===== src/rtl/fft_bitrev_loader.sv =====
// FFT input buffer loader: writes each N-sample symbol into the buffer at
// bit-reversed addresses (FILL), then reads it out in natural order (DRAIN).
module fft_bitrev_loader #(
  parameter int log2N = 6,
  parameter int Q     = 16,
  parameter int N     = 64   // must equal 2**log2N
) (
  input  logic             clk,
  input  logic             rst_n,     // active-high asynchronous reset
  input  logic             in_valid,
  output logic             in_ready,
  input  logic [Q-1:0]     in_data_r,
  input  logic [Q-1:0]     in_data_i,
  output logic [log2N-1:0] mem_addra,
  output logic [log2N-1:0] mem_addrb,
  output logic             mem_we,
  output logic [Q-1:0]     mem_data_r,
  output logic [Q-1:0]     mem_data_i,
  input  logic [Q-1:0]     mem_q_r,
  input  logic [Q-1:0]     mem_q_i,
  output logic             out_valid,
  output logic             out_last,
  output logic [Q-1:0]     out_data_r,
  output logic [Q-1:0]     out_data_i,
  output logic             frame_done
);

  typedef enum logic {FILL, DRAIN} state_t;

  localparam logic [log2N-1:0] LAST = log2N'(N - 1);
  localparam logic [log2N-1:0] ONE  = log2N'(1);

  state_t           state_q, state_d;
  logic [log2N-1:0] wcnt_q, wcnt_d;
  logic [log2N-1:0] rcnt_q, rcnt_d;
  logic             out_valid_q, out_valid_d;
  logic             out_last_q, out_last_d;
  logic             frame_done_q, frame_done_d;

  // State and counter registers; reset drops any partially written symbol.
  always_ff @(posedge clk or posedge rst_n) begin
    if (rst_n) begin
      state_q      <= FILL;
      wcnt_q       <= '0;
      rcnt_q       <= '0;
      out_valid_q  <= 1'b0;
      out_last_q   <= 1'b0;
      frame_done_q <= 1'b0;
    end else begin
      state_q      <= state_d;
      wcnt_q       <= wcnt_d;
      rcnt_q       <= rcnt_d;
      out_valid_q  <= out_valid_d;
      out_last_q   <= out_last_d;
      frame_done_q <= frame_done_d;
    end
  end

  // Next-state, counters and memory-side controls.
  always_comb begin
    state_d      = state_q;
    wcnt_d       = wcnt_q;
    rcnt_d       = rcnt_q;
    frame_done_d = 1'b0;
    in_ready     = 1'b0;
    mem_we       = 1'b0;
    mem_addrb    = '0;
    // wcnt rests at 0 during DRAIN, so this also yields address 0 there
    mem_addra    = '0;
    for (int k = 0; k < log2N; k++) mem_addra[log2N-1-k] = wcnt_q[k];
    unique case (state_q)
      FILL: begin
        in_ready = 1'b1;
        mem_we   = in_valid;
        if (in_valid) begin
          // counter is exactly log2N bits, so N-1 + 1 wraps to 0
          wcnt_d = wcnt_q + ONE;
          if (wcnt_q == LAST) begin
            frame_done_d = 1'b1;
            state_d      = DRAIN;
          end
        end
      end
      DRAIN: begin
        mem_addrb = rcnt_q;
        rcnt_d    = rcnt_q + ONE;
        if (rcnt_q == LAST) state_d = FILL;
      end
      default: state_d = FILL;
    endcase
    // buffer read data lags the issued address by one cycle
    out_valid_d = (state_q == DRAIN);
    out_last_d  = (state_q == DRAIN) && (rcnt_q == LAST);
  end

  assign mem_data_r = in_data_r;
  assign mem_data_i = in_data_i;
  assign out_data_r = mem_q_r;
  assign out_data_i = mem_q_i;
  assign out_valid  = out_valid_q;
  assign out_last   = out_last_q;
  assign frame_done = frame_done_q;

endmodule


===== config.mk =====
export PLATFORM = sky130hd
export DESIGN_NAME = fft_bitrev_loader
export DESIGN_NICKNAME = d
export VERILOG_FILES = /design/src/rtl/fft_bitrev_loader.sv
export SDC_FILE = /design/constraint.sdc
export NUM_CORES = 1
export LEC_CHECK = 0
export BUFFER_PORTS_ARGS = -buffer_cell sky130_fd_sc_hd__buf_2
export CORE_MARGIN = 2
export CORE_UTILIZATION = 35
export CTS_BUF_LIST = sky130_fd_sc_hd__clkbuf_8 sky130_fd_sc_hd__clkbuf_16
export CTS_CLUSTER_SIZE = 14
export DETAILED_ROUTE_END_ITERATION = 6
export PLACE_DENSITY = 0.87
export SYNTH_ARGS = -nofsm -noshare
export SYNTH_HDL_FRONTEND = slang
export SYNTH_SLANG_ARGS = --single-unit

===== constraint.sdc =====
create_clock -name clk -period 2.85 [get_ports clk]
set_input_delay 0.285 -clock clk [delete_from_list [all_inputs] [get_ports clk]]
set_output_delay 0.285 -clock clk [all_outputs]
set_load 0.03 [all_outputs]

---- Word level (Yosys, flattened, before mapping) ----
Index checks and enable logic that the tools add are counted.
storage, ports and cells
  input port bits ......................... 67
  word-level logic and storage cells ...... 21
  flip-flop bits (word level) ............. 16
  output and inout bits ................... 81
cells by class
  reductions and logical operators ........ 2
  add/subtract/negate cells ............... 2
  mux-type cells .......................... 8
  equal/unequal tests ..................... 2
  bitwise operators ....................... 1
operators with widths
  operator                                     count
  adder 6 x 1 -> 6 bit, second input constant  2
  == test 6 bit, second input constant         2
  2-to-1 mux 1 bit                             6
  2-to-1 mux 6 bit                             1
  case mux 1 bit (2 select lines)              1
  AND reduction 2 bit                          1
  logical AND 1 bit                            1
  NOT 1 bit                                    1

---- Longest topological paths before layout ----
Gate-level depths: netlist (run 1).
  depth in word-level cells ............... 4
  gate-level depth with buffers ........... 4
  gate-level depth less buffers ........... 4

---- Worst setup path before layout (run 1) ----
Ideal clock, no wire load.
  path kind ............................... register to register
  from .................................... register wcnt_q[1]
  to ...................................... register state_q, in the netlist out_valid_d
  path buffers ............................ 0
  data required time ...................... 2.732 ns
  setup time .............................. 0.118 ns
  arrival ................................. 1.238 ns
  slack ................................... 1.494 ns
  period minus slack after synthesis ...... 1.356 ns
  cell stages (with the launch flop) ...... 5
  cell sequence ........................... dfrtp_1 > ha_1 > and3_1 > and4_4 > a21o_1
on the way
  cells in the longest elaborated chain, start to end .. 4
ends and longest elaborated chain
  item                             RTL line  text
  from (decl)                      34        logic [log2N-1:0] wcnt_q, wcnt_d;
  from (signal assigned)           51        wcnt_q <= wcnt_d;
  == test 6 bit                    78        if (wcnt_q == LAST) begin
  2-to-1 mux 1 bit                 78
  2-to-1 mux 1 bit                 75        if (in_valid) begin
  case mux 1 bit (2 select lines)  71        unique case (state_q)
  net state_d                      33        state_t state_q, state_d;
  to (signal assigned)             50        state_q <= state_d;
  to (decl)                        33
The timed path passes the listed nets, and every way through them passes these cells.
A chain may end at the register's enable or synchronous reset.

---- Worst setup path in the final report (run 1) ----
  from .................................... register state_q, in the netlist out_valid_d
  to ...................................... output port mem_we
on the way
  cells in the longest elaborated chain, start to end .. 1
ends and longest elaborated chain
  item              RTL line  text
  2-to-1 mux 1 bit  71
  to (decl)         16        output logic mem_we,
No other way between the ends.

==> run_results.csv, run 1 <==
group,metric,value,unit
route,drc_errors,0,
final_layout,syn_to_final_growth,-24.5,%
floorplan,fp.dieW,62,µm
global_route,maximum_number_of_pins_on_one_net_before_global_route_repair,17,
critical_path,critical_path.reg2reg.startpoint,"out_valid_d$_DFF_PP0_",
run_status,outcome,"finished clean",
synthesis,synth_cells,121,
place,place_ws,1.44,ns
place,routability_congestion_estimate_from_global_placement,0.762,
floorplan,row_count,21,
clocking,cts_repair_resize_count,0,
clocking,worst_setup_hold_path_clk_slew,0.06,ns
route,antenna_left,0,
pwr,post_route_total_power,0.835,mW
global_route,groute.usage.overall,0.0880,
route,post_drt_via_cell_ratio,4.23,
clocking,tritoncts.num_buffers,3,
sta,worst_hold_margin,0.0904,ns
final_layout,nets,148,
synthesis,postSynthNetCount,190,
critical_path,worstSetupStartpointType,"flop",
floorplan,placeable_core_region,0.00328,mm²
critical_path,reg2reg_depth,2,
sta,timing.final.ws_setup,1.19,ns
floorplan,floorplan.initialDensity,0.358,
critical_path,timing.critical_path.fanout_max,14,
critical_path,crit_type,"flop to primary output",
clocking,setup_bufs_post_cts,0,
global_route,antenna_violations_before_repair,0,
global_route,grt.overflow.total,0,
place,placed_wire_length_estimate,1.16,mm
clocking,postCtsHoldBufs,0,
critical_path,required_time_of_the_worst_setup_path,2.57,ns
critical_path,timing.reg2reg.setup_slack,1.49,ns
place,io_buffers,19,
floorplan,design.die.area,0.00384,mm²
synthesis,ys_ff_latch,16,
synthesis,synth_area_per_cell,9.73,µm²
sta,worstMarginPinSlew,0.577,ns
hold_path,hold_class,"input port to async pin",
sta,fin_tns_setup,0,ns
sta,clock-skew-final,0.00452,ns
critical_path,worstReg2RegEnd,"wcnt_q[1]$_DFFE_PP0P_",
route,wl_per_cell,12.3,µm
floorplan,die_boundary_height,62,µm
final_layout,final_core_utilization,0.270,
job,drv_cap,0,
floorplan,io_pins,148,
clocking,ctsRootBufferMaster,"sky130_fd_sc_hd__clkbuf_8",
sta,fmax,0.602,GHz
final_layout,n_antenna_cell,0,
route,drt_iter0_drc,10,
critical_path,cp-end-kind,"primary output",
route,drt_pre_antenna_iters,2,
sta,final.min_clock_period,1.66,ns
clocking,cts_num_sinks,16,
clocking,cts-root-to-sink-buffers,2,
route,routed-via-count,525,
clocking,clkLatencyLatePin,0.25,ns
critical_path,arrival_time_at_the_worst_endpoint,1.38,ns
global_route,grt_first_pass_wirelength,2.36,mm
pwr,ir_drop,0.224,mV
synthesis,yosys_warnings,0,
global_route,first_global_vias,532,
synthesis,synthesized_area,0.00118,mm²
synthesis,yosysUniqueCellTypes,18,
final_layout,post_route_cells_drive_above_1_share,0.346,
final_layout,ff_latch_area,400,µm²
sta,maxSlewHeadroom,0.615,
final_layout,total_area_of_multi_input_combinational_cells,273,µm²
clocking,cts_max_level,1,
pwr,power.density_cell_area,940,mW/mm²
pwr,leakage,0.459,nW
final_layout,fillCellCount,336,
clocking,tritoncts_clock_tree,"done",
sta,min_period_over_period,0.583,
sta,rsz_0062_raised_after_global_routing,"false",
synthesis,sequential_to_total_area_share_from_yosys_stat,0.340,
sta,timing.final.max_slew_violations,0,
sta,timing.final.hold_violations,0,
route,route.final.wire_length,1.52,mm
sta,timing.final.setup_violations,0,
-- report_power, final --
group | internal, mW | switching [mW]
clock | 0.122 | 0.0728
combinational | 0.102 | 0.171
sequential | 0.289 | 0.0778
-- per-stage QoR --
step / area, µm² / instances
after floorplan: 1180 / 121
final: 888 / 124
after CTS: 888 / 124
after global routing: 888 / 124
after detailed placement: 833 / 120
after global placement: 833 / 120
-- synthesized netlist by cell type --
library cell | instances | area, µm²
sky130_fd_sc_hd__and3_1 | 3 | 18.8
sky130_fd_sc_hd__xnor2_1 | 7 | 61.3
sky130_fd_sc_hd__and2_1 | 6 | 37.5
sky130_fd_sc_hd__mux2_2 | 2 | 22.5
sky130_fd_sc_hd__nor2b_2 | 1 | 8.76
sky130_fd_sc_hd__nor2_1 | 2 | 7.51
sky130_fd_sc_hd__xor2_1 | 3 | 26.3
sky130_fd_sc_hd__nand4_1 | 4 | 25.0
sky130_fd_sc_hd__dfrtp_1 | 16 | 400
sky130_fd_sc_hd__buf_2 | 1 | 5.00
sky130_fd_sc_hd__buf_6 | 1 | 11.3
sky130_fd_sc_hd__nand2_1 | 3 | 11.3
sky130_fd_sc_hd__nand3_1 | 2 | 10.0
sky130_fd_sc_hd__inv_1 | 2 | 7.51
sky130_fd_sc_hd__a21o_1 | 1 | 7.51
sky130_fd_sc_hd__buf_4 | 64 | 480
sky130_fd_sc_hd__and4_4 | 1 | 11.3
sky130_fd_sc_hd__ha_1 | 2 | 25.0
-- how the worst max path moves through the flow --
stage,startpoint,end,slack [ns],cells after the start
after global routing,out_valid_d$_DFF_PP0_,mem_we,1.10,2
after global placement,out_valid_d$_DFF_PP0_,mem_we,1.47,2
after detailed placement,out_valid_d$_DFF_PP0_,mem_we,1.44,2
after CTS,out_valid_d$_DFF_PP0_,mem_we,1.17,2
after floorplan,wcnt_q[1]$_DFFE_PP0P_,out_valid_d$_DFF_PP0_,1.49,4
final,out_valid_d$_DFF_PP0_,mem_we,1.19,2
-- layout make-up --
class                   instances  area share
flip-flops and latches         16       0.451
multi-input cells              37       0.307
repair buffers                 19       0.107
well taps                      46      0.0648
clock buffers                   4      0.0620
inverters                       2     0.00845
-- layout by cell type (no fill, tap or decap), types with 3 or more instances in the layout --
master | Yosys | layout
sky130_fd_sc_hd__and2_1 | 6 | 6
sky130_fd_sc_hd__and3_1 | 3 | 3
sky130_fd_sc_hd__buf_2 | 1 | 19
sky130_fd_sc_hd__clkbuf_8 | 0 | 4
sky130_fd_sc_hd__dfrtp_1 | 16 | 16
sky130_fd_sc_hd__nand2_1 | 3 | 3
sky130_fd_sc_hd__nand4_1 | 4 | 4
sky130_fd_sc_hd__xnor2_1 | 7 | 7
sky130_fd_sc_hd__xor2_1 | 3 | 3
-- logic make-up after synthesis --
logic type               synth area share
AO/OA/AOI/OAI                     0.00638
XOR/XNOR                           0.0744
adder cells (fa/ha/maj)            0.0213
buffers and inverters               0.428
flip-flops                          0.340
multiplexers                       0.0191
AND/OR/NAND/NOR                     0.111
-- registers in the layout, summed over array words and instances, names as in the netlist --
register	cells
out_valid	1
out_valid_d	1
frame_done	1
out_last	1
rcnt_q	6
wcnt_q	6
-- critical path, stage by stage, from the launching register on --
cell and delay, ns:
sky130_fd_sc_hd__dfrtp_1 0.52, sky130_fd_sc_hd__nor2b_2 0.34, sky130_fd_sc_hd__buf_2 0.26
-- layer usage --
| metal | track usage | wire [µm] | vias up |
|---|---|---|---|
| met3 | 0.0248 | 151 | 22 |
| met5 | 0 | 0 | - |
| met4 | 0.125 | 108 | 0 |
| met2 | 0.134 | 724 | 25 |
| met1 | 0.0800 | 536 | 244 |
| li1 | - | - | 234 |
Note: power is estimated with default switching activity, not from simulation.
==> run 2, diff against run 1 <==
Settings changed: CORE_UTILIZATION 35 to 32, PLACE_DENSITY 0.87 to 0.8.
Clock period 2.85 ns to 1.66 ns, I/O delays scaled along.
==> run 2 against run 1 <==
Global-route usage fell by 0.89 points. Setup slack got worse by 0.92 ns. Final area rose by 2.3%. Total power rose by 76%. Critical path depth did not move. Clock skew fell by 0.0014 ns. Count of clock-buffer cells in the layout did not move. Hold slack improved by 0.24 ns. Critical endpoint unchanged.
==> run_results.csv, run 2 (synthesis results as in run 1) <==
group,metric,value,unit
global_route,grt.overflow.total,0,
critical_path,cp-end-kind,"primary output",
route,drt_iter0_drc,14,
sta,clock-skew-final,0.00314,ns
sta,rsz_0062_raised_after_global_routing,"false",
floorplan,io_pins,148,
floorplan,placeable_core_region,0.00361,mm²
sta,fin_tns_setup,0,ns
critical_path,arrival_time_at_the_worst_endpoint,1.22,ns
critical_path,worstSetupStartpointType,"flop",
job,drv_cap,0,
route,antenna_left,0,
sta,timing.final.hold_violations,0,
critical_path,worst_path_cell_with_the_longest_stage_delay,"sky130_fd_sc_hd__dfrtp_1",
clocking,tritoncts.num_buffers,3,
critical_path,crit_type,"flop to primary output",
global_route,maximum_number_of_pins_on_one_net_before_global_route_repair,17,
pwr,p_comb_frac,0.345,
final_layout,nets,150,
clocking,clkLatencyLatePin,0.25,ns
sta,worstMarginPinSlew,0.582,ns
critical_path,cp_slowest_stage_delay,0.41,ns
critical_path,worstReg2RegEnd,"out_valid_d$_DFF_PP0_",
critical_path,timing.reg2reg.setup_slack,0.40,ns
route,routed-via-count,531,
critical_path,cp.buffers_inverters,1,
final_layout,final_core_utilization,0.252,
hold_path,min_from,"in_data_i[7]",
hold_path,whs_endpoint,"mem_data_i[7]",
global_route,antenna_violations_before_repair,0,
final_layout,largest_registers_in_the_final_layout,"rcnt_q (6), wcnt_q (6)",
clocking,cts_num_sinks,16,
pwr,ir_drop,0.399,mV
sta,timing.final.max_slew_violations,0,
pwr,cell_internal_pwr,0.892,mW
sta,timing.final.setup_violations,0,
pwr,leakage,0.468,nW
hold_path,hold_class,"input port to primary output",
pwr,power.clock.fraction,0.234,
sta,min_period_over_period,0.836,
pwr,switching_power,0.574,mW
hold_path,hold_path_depth,0,
global_route,groute.usage.overall,0.0792,
pwr,power.density_cell_area,1610,mW/mm²
sta,fmax,0.721,GHz
place,placed_wire_length_estimate,1.14,mm
clocking,cts-root-to-sink-buffers,2,
pwr,swShare,0.392,
critical_path,critical_path.reg2reg.startpoint,"wcnt_q[0]$_DFFE_PP0P_",
floorplan,floorplan.initialDensity,0.327,
clocking,cts_repair_resize_count,0,
global_route,grt_first_pass_wirelength,2.39,mm
route,route.final.wire_length,1.50,mm
final_layout,fillCellCount,381,
floorplan,design.die.area,0.00418,mm²
floorplan,fp.dieW,64.7,µm
final_layout,mostFrequentLayoutCell,"sky130_fd_sc_hd__buf_2",
critical_path,reg2reg_depth,4,
route,wl_per_cell,11.7,µm
clocking,tritoncts_clock_tree,"done",
route,drc_errors,0,
clocking,cts_max_level,1,
critical_path,timing.critical_path.fanout_max,8,
clocking,setup_bufs_post_cts,0,
final_layout,n_antenna_cell,0,
sta,maxSlewHeadroom,0.612,
critical_path,path_depth,2,
clocking,ctsRootBufferMaster,"sky130_fd_sc_hd__clkbuf_8",
critical_path,required_time_of_the_worst_setup_path,1.49,ns
clocking,worst_setup_hold_path_clk_slew,0.06,ns
route,drt_pre_antenna_iters,3,
global_route,first_global_vias,518,
sta,worst_hold_margin,0.332,ns
place,io_buffers,19,
place,routability_congestion_estimate_from_global_placement,0.737,
floorplan,die_boundary_height,64.7,µm
final_layout,final_cell_mix,"sky130_fd_sc_hd__buf_2, sky130_fd_sc_hd__dfrtp_1, sky130_fd_sc_hd__xnor2_1",
route,post_drt_via_cell_ratio,4.15,
final_layout,post_route_cells_drive_above_1_share,0.350,
critical_path,critical_path.cell_chain,"nor2b_2 -> buf_2",
pwr,post_route_total_power,1.47,mW
final_layout,syn_to_final_growth,-22.8,%
sta,final.min_clock_period,1.39,ns
critical_path,critical-path-top-delay-family,"flip-flops",
floorplan,row_count,22,
run_status,outcome,"finished clean",
pwr,power_frac_seq,0.421,
clocking,postCtsHoldBufs,1,
## run 2: cell type report
class / count / area [µm²] / area share
clock buffer: 4 / 55.1 / 0.0606
inverter: 2 / 7.51 / 0.00826
multi-input combinational: 37 / 273 / 0.300
sequential: 16 / 400 / 0.441
tap: 48 / 60.1 / 0.0661
timing repair buffer: 21 / 113 / 0.124
## run 2: stage by stage
| step | setup WS (ns) | instance area (µm²) | std cells |
|---|---|---|---|
| 6_report | 0.272 | 908 | 128 |
| 5_1_grt | 0.192 | 908 | 128 |
| 4_1_cts | 0.253 | 908 | 128 |
| 3_5_place_dp | 0.406 | 843 | 123 |
| 3_3_place_gp | 0.442 | 843 | 123 |
| 2_1_floorplan | 0.304 | 1180 | 121 |
## run 2: worst max-delay path by stage
| stage | endpoint | start | slack, ns |
|---|---|---|---|
| floorplan | out_valid_d$_DFF_PP0_ | wcnt_q[1]$_DFFE_PP0P_ | 0.30 |
| global placement | out_valid_d$_DFF_PP0_ | wcnt_q[1]$_DFFE_PP0P_ | 0.44 |
| detailed placement | out_valid_d$_DFF_PP0_ | wcnt_q[0]$_DFFE_PP0P_ | 0.41 |
| CTS | mem_we | out_valid_d$_DFF_PP0_ | 0.25 |
| global route | mem_we | out_valid_d$_DFF_PP0_ | 0.19 |
| finish | mem_we | out_valid_d$_DFF_PP0_ | 0.27 |
## run 2: routing by layer
layer / vias up / global-route usage / routed length (µm)
met5: - / 0 / 0
met4: 0 / 0.0984 / 96
met3: 18 / 0.0451 / 179
met2: 21 / 0.107 / 625
met1: 254 / 0.0758 / 598
li1: 238 / - / -
## run 2: power by group through the flow
stage          clock network (mW)  logic (mW)  registers [mW]
3_3_place_gp                    0       0.502           0.616
3_5_place_dp                    0       0.513           0.625
5_1_grt                     0.369       0.545           0.634
4_1_cts                     0.355       0.514           0.619
6_report                    0.343       0.505           0.617
2_1_floorplan                   0       0.511           0.759
